$ cat config.mk
export PLATFORM = sky130hd
export DESIGN_NAME = vad_hangover
export DESIGN_NICKNAME = d
export VERILOG_FILES = /design/src/rtl/vad_pkg.sv /design/src/rtl/vad_hangover.sv
export SDC_FILE = /design/constraint.sdc
export NUM_CORES = 1
export LEC_CHECK = 0
export BUFFER_PORTS_ARGS = -buffer_cell sky130_fd_sc_hd__clkbuf_2
export CAP_MARGIN = 20
export CORE_MARGIN = 4
export CORE_UTILIZATION = 55
export DETAILED_ROUTE_END_ITERATION = 8
export PLACE_DENSITY_LB_ADDON = 0.3
export SLEW_MARGIN = 10
export SYNTH_ARGS = -nofsm -noshare
export SYNTH_HDL_FRONTEND = slang
export SYNTH_SLANG_ARGS = --single-unit
$ cat constraint.sdc
create_clock -name clk -period 2.1 [get_ports clk]
set_input_delay 0 -clock clk [delete_from_list [all_inputs] [get_ports clk]]
set_output_delay 0 -clock clk [all_outputs]
set_load 0.03 [all_outputs]
$ cat src/rtl/vad_pkg.sv
// Shared encodings for the VAD decision path: class codes from compare and the
// smoother state machine encoding.
package vad_pkg;

  localparam logic [1:0] RES_NONE      = 2'b00;
  localparam logic [1:0] RES_NONSPEECH = 2'b01;
  localparam logic [1:0] RES_SPEECH    = 2'b10;
  localparam logic [1:0] RES_ILLEGAL   = 2'b11;

  typedef enum logic [1:0] {
    SILENCE = 2'd0,
    ONSET   = 2'd1,
    SPEECH  = 2'd2,
    HANG    = 2'd3
  } vad_state_t;

  // Only a definite speech/non-speech code advances the smoother.
  function automatic logic is_decision(input logic [1:0] res);
    return (res == RES_SPEECH) || (res == RES_NONSPEECH);
  endfunction

endpackage

$ cat src/rtl/vad_hangover.sv
// Frame-level VAD smoother: onset confirmation plus hangover, one frame per
// cycle, all outputs registered.
module vad_hangover
  import vad_pkg::*;
#(
  parameter int ONSET_FRAMES = 2,
  parameter int HANG_FRAMES  = 8,
  parameter int CNT_W        = 4,
  parameter int FCNT_W       = 16
) (
  input  logic              clk,
  input  logic              rst_n,
  input  logic              enable,
  input  logic [1:0]        result,
  output logic              vad_out,
  output logic              vad_valid,
  output logic [1:0]        state_o,
  output logic [FCNT_W-1:0] frame_cnt,
  output logic              err
);

  if (ONSET_FRAMES < 1 || ONSET_FRAMES > (1 << CNT_W) - 1) begin : g_bad_onset
    $fatal(1, "vad_hangover: ONSET_FRAMES out of range");
  end
  if (HANG_FRAMES < 0 || HANG_FRAMES > (1 << CNT_W) - 1) begin : g_bad_hang
    $fatal(1, "vad_hangover: HANG_FRAMES out of range");
  end

  localparam logic [CNT_W-1:0] ONSET_C   = CNT_W'(ONSET_FRAMES);
  // Unused when HANG_FRAMES is 0: SPEECH then falls straight to SILENCE.
  localparam logic [CNT_W-1:0] HANG_LOAD = CNT_W'(HANG_FRAMES - 1);

  vad_state_t       state;
  logic [CNT_W-1:0] cnt;
  logic             accept;
  logic             is_speech;

  assign accept    = enable && is_decision(result);
  assign is_speech = (result == RES_SPEECH);
  assign state_o   = state;

  // vad_out is set alongside each state update so it reflects the next state.
  always_ff @(posedge clk) begin
    if (!rst_n) begin
      state     <= SILENCE;
      cnt       <= '0;
      vad_out   <= 1'b0;
      vad_valid <= 1'b0;
      err       <= 1'b0;
      frame_cnt <= '0;
    end else begin
      vad_valid <= accept;
      if (enable && result == RES_ILLEGAL) err <= 1'b1;
      if (accept) begin
        frame_cnt <= frame_cnt + FCNT_W'(1);
        case (state)
          SILENCE: begin
            if (is_speech) begin
              if (ONSET_FRAMES == 1) begin
                state   <= SPEECH;
                vad_out <= 1'b1;
              end else begin
                state   <= ONSET;
                cnt     <= CNT_W'(1);
                vad_out <= 1'b0;
              end
            end else begin
              vad_out <= 1'b0;
            end
          end
          ONSET: begin
            if (is_speech) begin
              if (cnt + CNT_W'(1) == ONSET_C) begin
                state   <= SPEECH;
                vad_out <= 1'b1;
              end else begin
                cnt     <= cnt + CNT_W'(1);
                vad_out <= 1'b0;
              end
            end else begin
              state   <= SILENCE;
              cnt     <= '0;
              vad_out <= 1'b0;
            end
          end
          SPEECH: begin
            if (is_speech) begin
              vad_out <= 1'b1;
            end else if (HANG_FRAMES == 0) begin
              state   <= SILENCE;
              vad_out <= 1'b0;
            end else begin
              state   <= HANG;
              cnt     <= HANG_LOAD;
              vad_out <= 1'b1;
            end
          end
          HANG: begin
            if (is_speech) begin
              state   <= SPEECH;
              vad_out <= 1'b1;
            end else if (cnt == '0) begin
              state   <= SILENCE;
              vad_out <= 1'b0;
            end else begin
              cnt     <= cnt - CNT_W'(1);
              vad_out <= 1'b1;
            end
          end
          default: begin
            state   <= SILENCE;
            cnt     <= '0;
            vad_out <= 1'b0;
          end
        endcase
      end
    end
  end

endmodule

==> results of run 1 <==
## stage by stage
step           hold WS [ns]  std cells
2_1_floorplan        0.1447        172
3_3_place_gp         0.2774        221
3_5_place_dp         0.3091        221
4_1_cts             0.08210        226
5_1_grt             0.09230        226
6_report            0.08594        226
## state kept, by name, indices dropped and copies added (netlist names), named ones only
name       cells
cnt            4
err            1
frame_cnt     16
state_o        1
vad_out        1
vad_valid      1
## area by class of cell
cell class,count,share of cell area (%)
Multi-Input combinational cell,130,54.21
Sequential cell,25,30.63
Timing Repair Buffer,28,9.188
Tap cell,30,2.297
Inverter,9,2.067
Clock buffer,4,1.608
## critical path, delay by kind of cell, from the launching register on
family / cells / cell delay, ns
simple gates: 2 / 0.40
buf+inv: 1 / 0.12
compound gates: 3 / 0.53
fa+ha+maj: 1 / 0.24
flops: 1 / 0.50
## placed cells by master, fill, tap and decap left out, types with 2 or more instances in the layout
cell type,count
nand4_1,3
o21ai_0,6
nand3_1,6
a21oi_1,16
nand2_1,15
nand4_4,2
o211ai_1,2
nor2_1,20
buf_4,2
nor3_2,4
clkbuf_2,25
o22ai_1,2
dfxtp_1,25
a311oi_1,3
a31oi_1,2
nor2b_1,2
xor2_1,5
nor3_1,2
ha_1,6
o21a_1,2
inv_1,8
clkbuf_4,3
xnor2_1,8
or3_1,3
## timing repair
item | 4_1_cts | 5_1_grt
hold endpoints to repair | 2 | 0
buffers inserted | 0 | 0
hold buffers | 1 | 0
## kinds of logic (layout without fill, tap and decap cells)
family                     after synthesis  in the layout  share of synthesized area (%)
buffers and inverters                   17             41                          5.299
and+or+nand+nor                         69             69                          28.55
adders and majority gates                6              6                          5.128
DFF                                     25             25                          34.19
AOI/OAI and AO/OA                       41             41                          18.38
muxes                                    1              1                         0.6838
xor gates and xnor gates                13             13                          7.778
## power groups by stage
stage | logic, mW | registers [mW] | clock network [mW]
after floorplan | 0.0591 | 0.514 | 0
after global placement | 0.0872 | 0.507 | 0
after detailed placement | 0.0910 | 0.508 | 0
after CTS | 0.0930 | 0.498 | 0.210
after global routing | 0.102 | 0.500 | 0.239
final | 0.0934 | 0.498 | 0.206
## path summary, 6_finish.rpt
| check | startpoint | endpoint | slack [ns] |
|---|---|---|---|
| max | cnt[1]$_SDFFE_PN0P_ | cnt[2]$_SDFFE_PN0P_ | 0.24 |
| min | result[0] | err$_SDFFE_PN0P_ | 0.09 |
| max reg2reg | cnt[1]$_SDFFE_PN0P_ | cnt[2]$_SDFFE_PN0P_ | 0.24 |
| min reg2reg | vad_out$_SDFFE_PN0P_ | vad_out$_SDFFE_PN0P_ | 0.48 |
## layer usage
layer,routed length [um],vias to the layer above
met5,0,-
met4,35,0
met3,148,4
met2,1594,41
met1,1379,619
li1,-,659
==> impl_results.md, run 1 <==
- #FFs+latches synth: 25
- Setup total negative slack: 0 ns
- CTS tree: done
- MaxCap Viol Count: 0
- Clk pwr share: roughly a quarter
- ANT nets after route: 0
- Core area: ~0.0025 mm^2
- Total CTS buffers: 3
- Logic pwr share: a little under an eighth
- Final Util: 65.37%
- Top cell type's share of synthesized area: between 30% and 40%
- HPWL after DPL: approximately 2.4 mm
- CP max-delay cell: dfxtp_1
- WL/cell: about 14 um
- Arr. time, crit path: around 2.1 ns
- PortBufs: 25
- VDD IR max: roughly 530 uV
- Netlist Area Pre-Place: 0.001464 mm^2
- Fin. Hold Viols: 0
- Routed WL: 3.158 mm
- Synth unique cells: 48
- Top_reg_cell synth: dfxtp_1
- Antenna violations before repair: 0
- Worst-Skew Late Latency: about 0.30 ns
- CTS Sinks: 25
- TritonRoute pass-1 iters: 4
- Met1 usage: between 20% and 30%
- Residual DRC: 0
- Sequential share of power: between 60 and 70%
- Area grow syn2layout: 11.62%
- Reg area: approximately 500 um^2
- RSZ-0062 raised after global routing: no
- GP Congestion: roughly 0.8
- HP Class: in -> reg
- Cell count of the worst hold path: 4
- Post-CTS Resized: 0
- CP required: around 2.3 ns
- First-pass GRT wire length: between 5 and 6 mm
- Vias in the first global route: about 1.2k
- Worst setup SP type: flop
- CTS root buf: clkbuf_4
- Max Clk Rate: ~540 MHz
- Multi-input logic area: around 890 um^2
- Switching Fraction: around a quarter
- PwrDens: between 400 and 500 mW/mm^2
- Initial Util: 58.56%
- Clk buf depth: 2
- Clock Skews: 0.008782 ns
- Worst path max stage delay: approximately 0.50 ns
- Final Worst Setup Slack: 0.2413 ns
- Fin. max-slew vios: 0
- Tmin final: about 1.9 ns
- Dpl cell area: 0.001598 mm^2
- Row count: 18
- Switching power total: ~0.21 mW
- Asr flop ratio synth: 0%
- Cell Chain, Critical Path: inv_1 > ha_1 > and4bb_1 > o21a_1 > nor2_4 > a21oi_1 > a311oi_1
- Post-Place Setup Slack: 0.2751 ns
- Yosys warnings: 0
- Outcome: finished, final reports clean
- Slew @ Worst Pin: 0.4919 ns
- Worst R2R Path Depth: 7
- Setup CP Type: reg -> reg
- Fillers: around 220
- Vias: about 1.3k
- Total track usage: 18.71%
- EDFF count, synth: 0
- DIE HEIGHT: 59.59 um
- Total power: about 0.80 mW
- Met3 global-route usage: under 10%
- Die width: about 60 um
- Dominant cell type by area after synthesis: dfxtp_1
- Top-count cell post-synth: dfxtp_1
- Post-layout net count: 208
- M2 GR Usage: about a third
- Sequential element share of the synthesized area: about a third
- GRT busiest layer: met2
- Clk pin slew, worst setup/hold paths: between 0.1 and 0.15 ns
- Ranking of synthesized cells by area: dfxtp_1 (34%), a21oi_1 (5.5%), ha_1 (5.1%), nor2_1 (5.1%), xnor2_1 (4.8%)
- Drt initial violations: 45
- Die ar.: between 0.003 and 0.004 mm^2
- Htree depth: 1
- P_leak: between 0.6 and 0.7 nW
- Setup violations, final: 0
- Final instance area: roughly 0.0016 mm^2
- Normalized max-slew margin: 67.16%
- Internal power: around 0.6 mW
- I/O pins: 26
- Synth Net Count: approximately 180
- Final worst path period share: between 80% and 90%
- Mean post-synth cell area: between 8 and 9 um^2
- Ant diodes: 0
- Synth Instances: approximately 170
- Synth top cells by count: dfxtp_1 (25), nor2_1 (20), a21oi_1 (16)
- Critical Path Sink Type: flop
- Total grt overflow: 0
- Share of cells above drive strength 1: a little over a fifth
- Largest net degree at the start of global routing: 26
- CP Max Fanout: 9
- DR vias/cell: roughly 6
Note: power is estimated with default switching activity, not from simulation.
==> run 2, diff against run 1 <==
CORE_ASPECT_RATIO = 0.8   (was not set)
CORE_MARGIN = 2   (was 4)
==> run 2 against run 1 <==
  * Sequential cell count unchanged
  * Total power grew 2.8%
  * Non-clock buffer count unchanged
  * Clock skew rose by 0.0031 ns
  * Core utilization up 0.81 points
  * Combinational power rose by 2%
  * Critical endpoint unchanged
  * Largest power group unchanged
==> impl_results.md, run 2 (synthesized netlist as in run 1, its figures left out) <==
- Post-Place Setup Slack: around 0.28 ns
- HPWL after DPL: 2.351 mm
- Residual DRC: 0
- RSZ-0062 raised after global routing: no
- DIE HEIGHT: 50.15 um
- Critical Path Sink Type: flop
- Multi-input logic area: 885.9 um^2
- Regs by FF count: frame_cnt (16), cnt (4)
- DR vias/cell: 5.862
- Vias in the first global route: ~1.3k
- HP Class: in -> reg
- Routed WL: about 3.2 mm
- Max Clk Rate: around 540 MHz
- Fin. max-slew vios: 0
- Total track usage: a little under a quarter
- TritonRoute pass-1 iters: 4
- CP required: between 2 and 2.5 ns
- CTS tree: done
- ANT nets after route: 0
- Vias: 1360
- Core area: between 0.002 and 0.0025 mm^2
- WL/cell: approximately 14 um
- Area grow syn2layout: 12.22%
- CP Max Fanout: 8
- Most frequent cells in the layout: dfxtp_1 (25), clkbuf_2 (25), nor2_1 (20), a21oi_1 (16), nand2_1 (15)
- Htree depth: 1
- Post-CTS Resized: 0
- Sequential share of power: 60.9%
- First-pass GRT wire length: 5.595 mm
- Switching Fraction: 28.05%
- Clk pwr share: between 20 and 30%
- Clock Skews: 0.01184 ns
- Fin. Hold Viols: 0
- Clk pin slew, worst setup/hold paths: between 0.1 and 0.15 ns
- Worst-Skew Late Latency: around 0.33 ns
- Largest net degree at the start of global routing: 26
- Reg area: approximately 500 um^2
- Antenna violations before repair: 0
- Fillers: 242
- Initial Util: between 50% and 60%
- Slew @ Worst Pin: slightly below 0.6 ns
- Ant diodes: 0
- Setup CP Type: reg -> reg
- Outcome: finished, final reports clean
- PortBufs: 25
- Largest register FFs: 16
- Setup total negative slack: 0 ns
- Final instance area: roughly 0.0016 mm^2
- Worst setup SP type: flop
- Total grt overflow: 0
- Final worst path period share: between 80% and 90%
- Die width: about 62 um
- Internal power: approximately 0.6 mW
- Top reg by flops: frame_cnt
- Tmin final: around 1.9 ns
- I/O pins: 26
- Post-layout net count: approximately 210
- Clk buf depth: 2
- Normalized max-slew margin: 61.04%
- Logic pwr share: between 10% and 20%
- Total CTS buffers: 3
- Row count: 16
- Final Worst Setup Slack: 0.2363 ns
- Drt initial violations: 57
- PwrDens: 498.8 mW/mm^2
- Dpl cell area: ~0.0016 mm^2
- Share of cells above drive strength 1: between 20 and 25%
- P_leak: around 0.64 nW
- CTS root buf: clkbuf_4
- # Post-CTS Setup Buffers: 0
- VDD IR max: around 420 uV
- Die ar.: roughly 0.0031 mm^2
- CTS Sinks: 25
- Arr. time, crit path: 2.11 ns
- Switching power total: 0.2299 mW
- Setup violations, final: 0
- GP Congestion: a little under 0.9
- MaxCap Viol Count: 0
run 2: cell types whose count changed in the layout (fill, tap and decap cells not counted):
| cell | change |
|---|---|
| clkinv_2 | +1 |
| clkbuf_1 | -1 |
run 2: per-layer routing:
metal	up-vias	global-route usage, %	part of all wire, %
met5	-	0	0
met1	657	29.86	45
met4	0	5.319	0.53
li1	658	-	-
met2	40	39.82	49
met3	5	4.897	4.9
run 2: power groups by stage:
stage	Clock [mW]	Sequential, mW	Combinational (mW)
6_report	0.226	0.499	0.0951
5_1_grt	0.243	0.501	0.105
4_1_cts	0.223	0.498	0.0939
3_5_place_dp	0	0.508	0.0922
3_3_place_gp	0	0.507	0.0878
2_1_floorplan	0	0.514	0.0591
run 2: worst paths after layout:
| kind | cells after the start | end | startpoint | slack [ns] |
|---|---|---|---|---|
| max reg2reg | 7 | cnt[2]$_SDFFE_PN0P_ | cnt[0]$_SDFFE_PN0P_ | 0.24 |
| min | 4 | err$_SDFFE_PN0P_ | result[0] | 0.06 |
| max | 7 | cnt[2]$_SDFFE_PN0P_ | cnt[0]$_SDFFE_PN0P_ | 0.24 |
| min reg2reg | 2 | vad_out$_SDFFE_PN0P_ | vad_out$_SDFFE_PN0P_ | 0.50 |
run 2: critical path, cell delays in order (launching register included):
cell,delay [ns]
dfxtp_1,0.50
inv_1,0.10
ha_1,0.27
and4bb_1,0.24
o21a_1,0.19
nor2_4,0.16
a21oi_1,0.08
a311oi_1,0.24
run 2: final cells by class:
cell class | instances | share of cell area [%]
inverters | 9 | 2.056
well taps | 36 | 2.742
clock inverters | 1 | 0.3046
clock buffers | 3 | 1.371
multi-input cells | 130 | 53.92
flip-flops and latches | 25 | 30.46
repair buffers | 28 | 9.139
run 2: stage by stage:
step | util, % | hold slack [ns] | std cells | power, mW
after floorplan | - | 0.1447 | 172 | 0.5730
after global placement | 64.67 | 0.2849 | 227 | 0.5948
after detailed placement | 64.67 | 0.3061 | 227 | 0.6006
after CTS | 66.18 | 0.06434 | 232 | 0.8153
after global routing | 66.18 | 0.09448 | 232 | 0.8495
final | 66.18 | 0.06216 | 232 | 0.8194
run 2: repair_timing:
| item | CTS | global route |
|---|---|---|
| hold endpoints to repair | 2 | 0 |
| hold buffers | 1 | 0 |
| setup endpoints to repair | 0 | 0 |
==> run 3, diff against run 2 <==
CORE_UTILIZATION = 57   (was 55)
CTS_BUF_LIST = sky130_fd_sc_hd__clkbuf_4   (was not set)
==> run 3 against run 2 <==
  * Sequential cell count stayed put
  * Hold slack worse by 0.011 ns
  * First-iteration DRC count is 44% higher
  * Critical endpoint is now cnt[1]$_SDFFE_PN0P_
  * Highest routed layer unchanged
==> impl_results.md, run 3 (synthesized netlist as in run 1, its figures left out) <==
- Largest register FFs: 16
- Total track usage: between 20% and 30%
- Post-CTS Resized: 0
- Top reg by flops: frame_cnt
- CTS Sinks: 25
- Post-Place Setup Slack: around 0.23 ns
- Worst-Skew Late Latency: approximately 0.32 ns
- Clk pin slew, worst setup/hold paths: around 0.13 ns
- Core area: ~0.0024 mm^2
- Dpl cell area: approximately 0.0016 mm^2
- Initial Util: ~60%
- Worst setup SP type: flop
- Max Clk Rate: ~520 MHz
- HPWL after DPL: approximately 2.4 mm
- Die width: ~61 um
- Largest net degree at the start of global routing: 26
- Vias in the first global route: about 1.2k
- DR vias/cell: ~5.7
- RSZ-0062 raised after global routing: no
- TritonRoute pass-1 iters: 4
- Arr. time, crit path: about 2.2 ns
- Die ar.: ~0.0030 mm^2
- WL/cell: roughly 14 um
- Clock Skews: around 0.0057 ns
- Routed WL: 3.258 mm
- Area grow syn2layout: 12.39%
- Fillers: about 210
- ANT nets after route: 0
- Normalized max-slew margin: about two thirds
- Final worst path period share: around 90%
- CTS tree: done
- CP top delay family: flip-flops
- Final instance area: approximately 0.0016 mm^2
- Residual DRC: 0
- Setup total negative slack: 0 ns
- CTS root buf: clkbuf_4
- Cell Chain, Critical Path: inv_1 > ha_1 > and4bb_1 > o21a_1 > nor2_4 > a21oi_1 > a311oi_1
- Final Hold Slack: between 0.05 and 0.06 ns
- Drt initial violations: 82
- Most frequent cells in the layout: dfxtp_1 (25), clkbuf_2 (25), nor2_1 (20), a21oi_1 (16), nand2_1 (15)
- CP max-delay cell: dfxtp_1
- Tmin final: between 1.5 and 2 ns
- WP buf/inv: 1
- Setup violations, final: 0
- Regs by FF count: frame_cnt (16), cnt (4)
- Vias: ~1.3k
- VDD IR max: approximately 500 uV
- Critical Path Sink Type: flop
- Fin. max-slew vios: 0
- Setup CP Type: reg -> reg
- Total grt overflow: 0
- Total power: 0.8258 mW
- Slew @ Worst Pin: 0.5047 ns
- Total CTS buffers: 3
- CP Max Fanout: 9
- # Post-CTS Setup Buffers: 0
- CP required: about 2.3 ns
- PwrDens: approximately 500 mW/mm^2
- PortBufs: 25
- P_leak: ~0.64 nW
- MaxCap Viol Count: 0
- DIE HEIGHT: between 40 and 50 um
- Antenna violations before repair: 0
- Outcome: finished, final reports clean
- GP Congestion: around 0.85
- Clk buf depth: 2
- Row count: 16
- HP Class: in -> reg
- Share of cells above drive strength 1: about 22%
- First-pass GRT wire length: around 5.7 mm
- Worst path max stage delay: 0.53 ns
- Final Worst Setup Slack: 0.1864 ns
- Fin. Hold Viols: 0
- I/O pins: 26
- Ant diodes: 0
- Htree depth: 1
- Post-layout net count: ~210
## run 3: cell count changes in the layout (fill, tap and decap cells not counted)
| cell | previous run | this run |
|---|---|---|
| clkbuf_4 | 3 | 4 |
| clkinv_2 | 1 | 0 |
## run 3: final timing paths
path / from / endpoint / slack (ns) / depth (start not counted)
setup / recovery: cnt[1]$_SDFFE_PN0P_ / cnt[1]$_SDFFE_PN0P_ / 0.19 / 7
hold / removal: result[1] / err$_SDFFE_PN0P_ / 0.05 / 4
setup reg to reg: cnt[1]$_SDFFE_PN0P_ / cnt[1]$_SDFFE_PN0P_ / 0.19 / 7
hold reg to reg: vad_out$_SDFFE_PN0P_ / vad_out$_SDFFE_PN0P_ / 0.48 / 2
## run 3: layer usage
metal,track usage (%),vias up,part of all wire [%]
li1,-,654,-
met1,34.10,611,46
met2,39.25,52,46
met3,5.836,5,6.5
met4,3.261,0,0.71
met5,0,-,0
## run 3: through the flow
stage | utilization [%] | cells
after floorplan | - | 172
after global routing | 67.37 | 232
after CTS | 67.37 | 232
final | 67.37 | 232
after global placement | 65.73 | 227
after detailed placement | 65.73 | 227
## run 3: layout make-up
cell class	count	area (um^2)	share of cell area [%]
Multi-Input combinational cell	130	885.9	53.84
Inverter	9	33.78	2.053
Clock buffer	4	30.03	1.825
Timing Repair Buffer	28	150.1	9.125
Sequential cell	25	500.5	30.42
Tap cell	36	45.04	2.738
## run 3: where the power goes
part / switching [mW] / internal, mW
registers: 0.0155 / 0.483
logic: 0.0591 / 0.0346
clock network: 0.146 / 0.0874
## run 3: timing repair
action,in CTS,in global routing
endpoints found under the setup margin,0,0
endpoints found under the hold margin,2,0
hold buffers,1,0
## run 3: worst min-delay path, delay by kind of cell
family / cells / cell delay [ns]
AO/OA/AOI/OAI: 1 / 0.05
adder cells (fa/ha/maj): 1 / 0.13
buffers and inverters: 1 / 0.09
AND/OR/NAND/NOR: 1 / 0.07
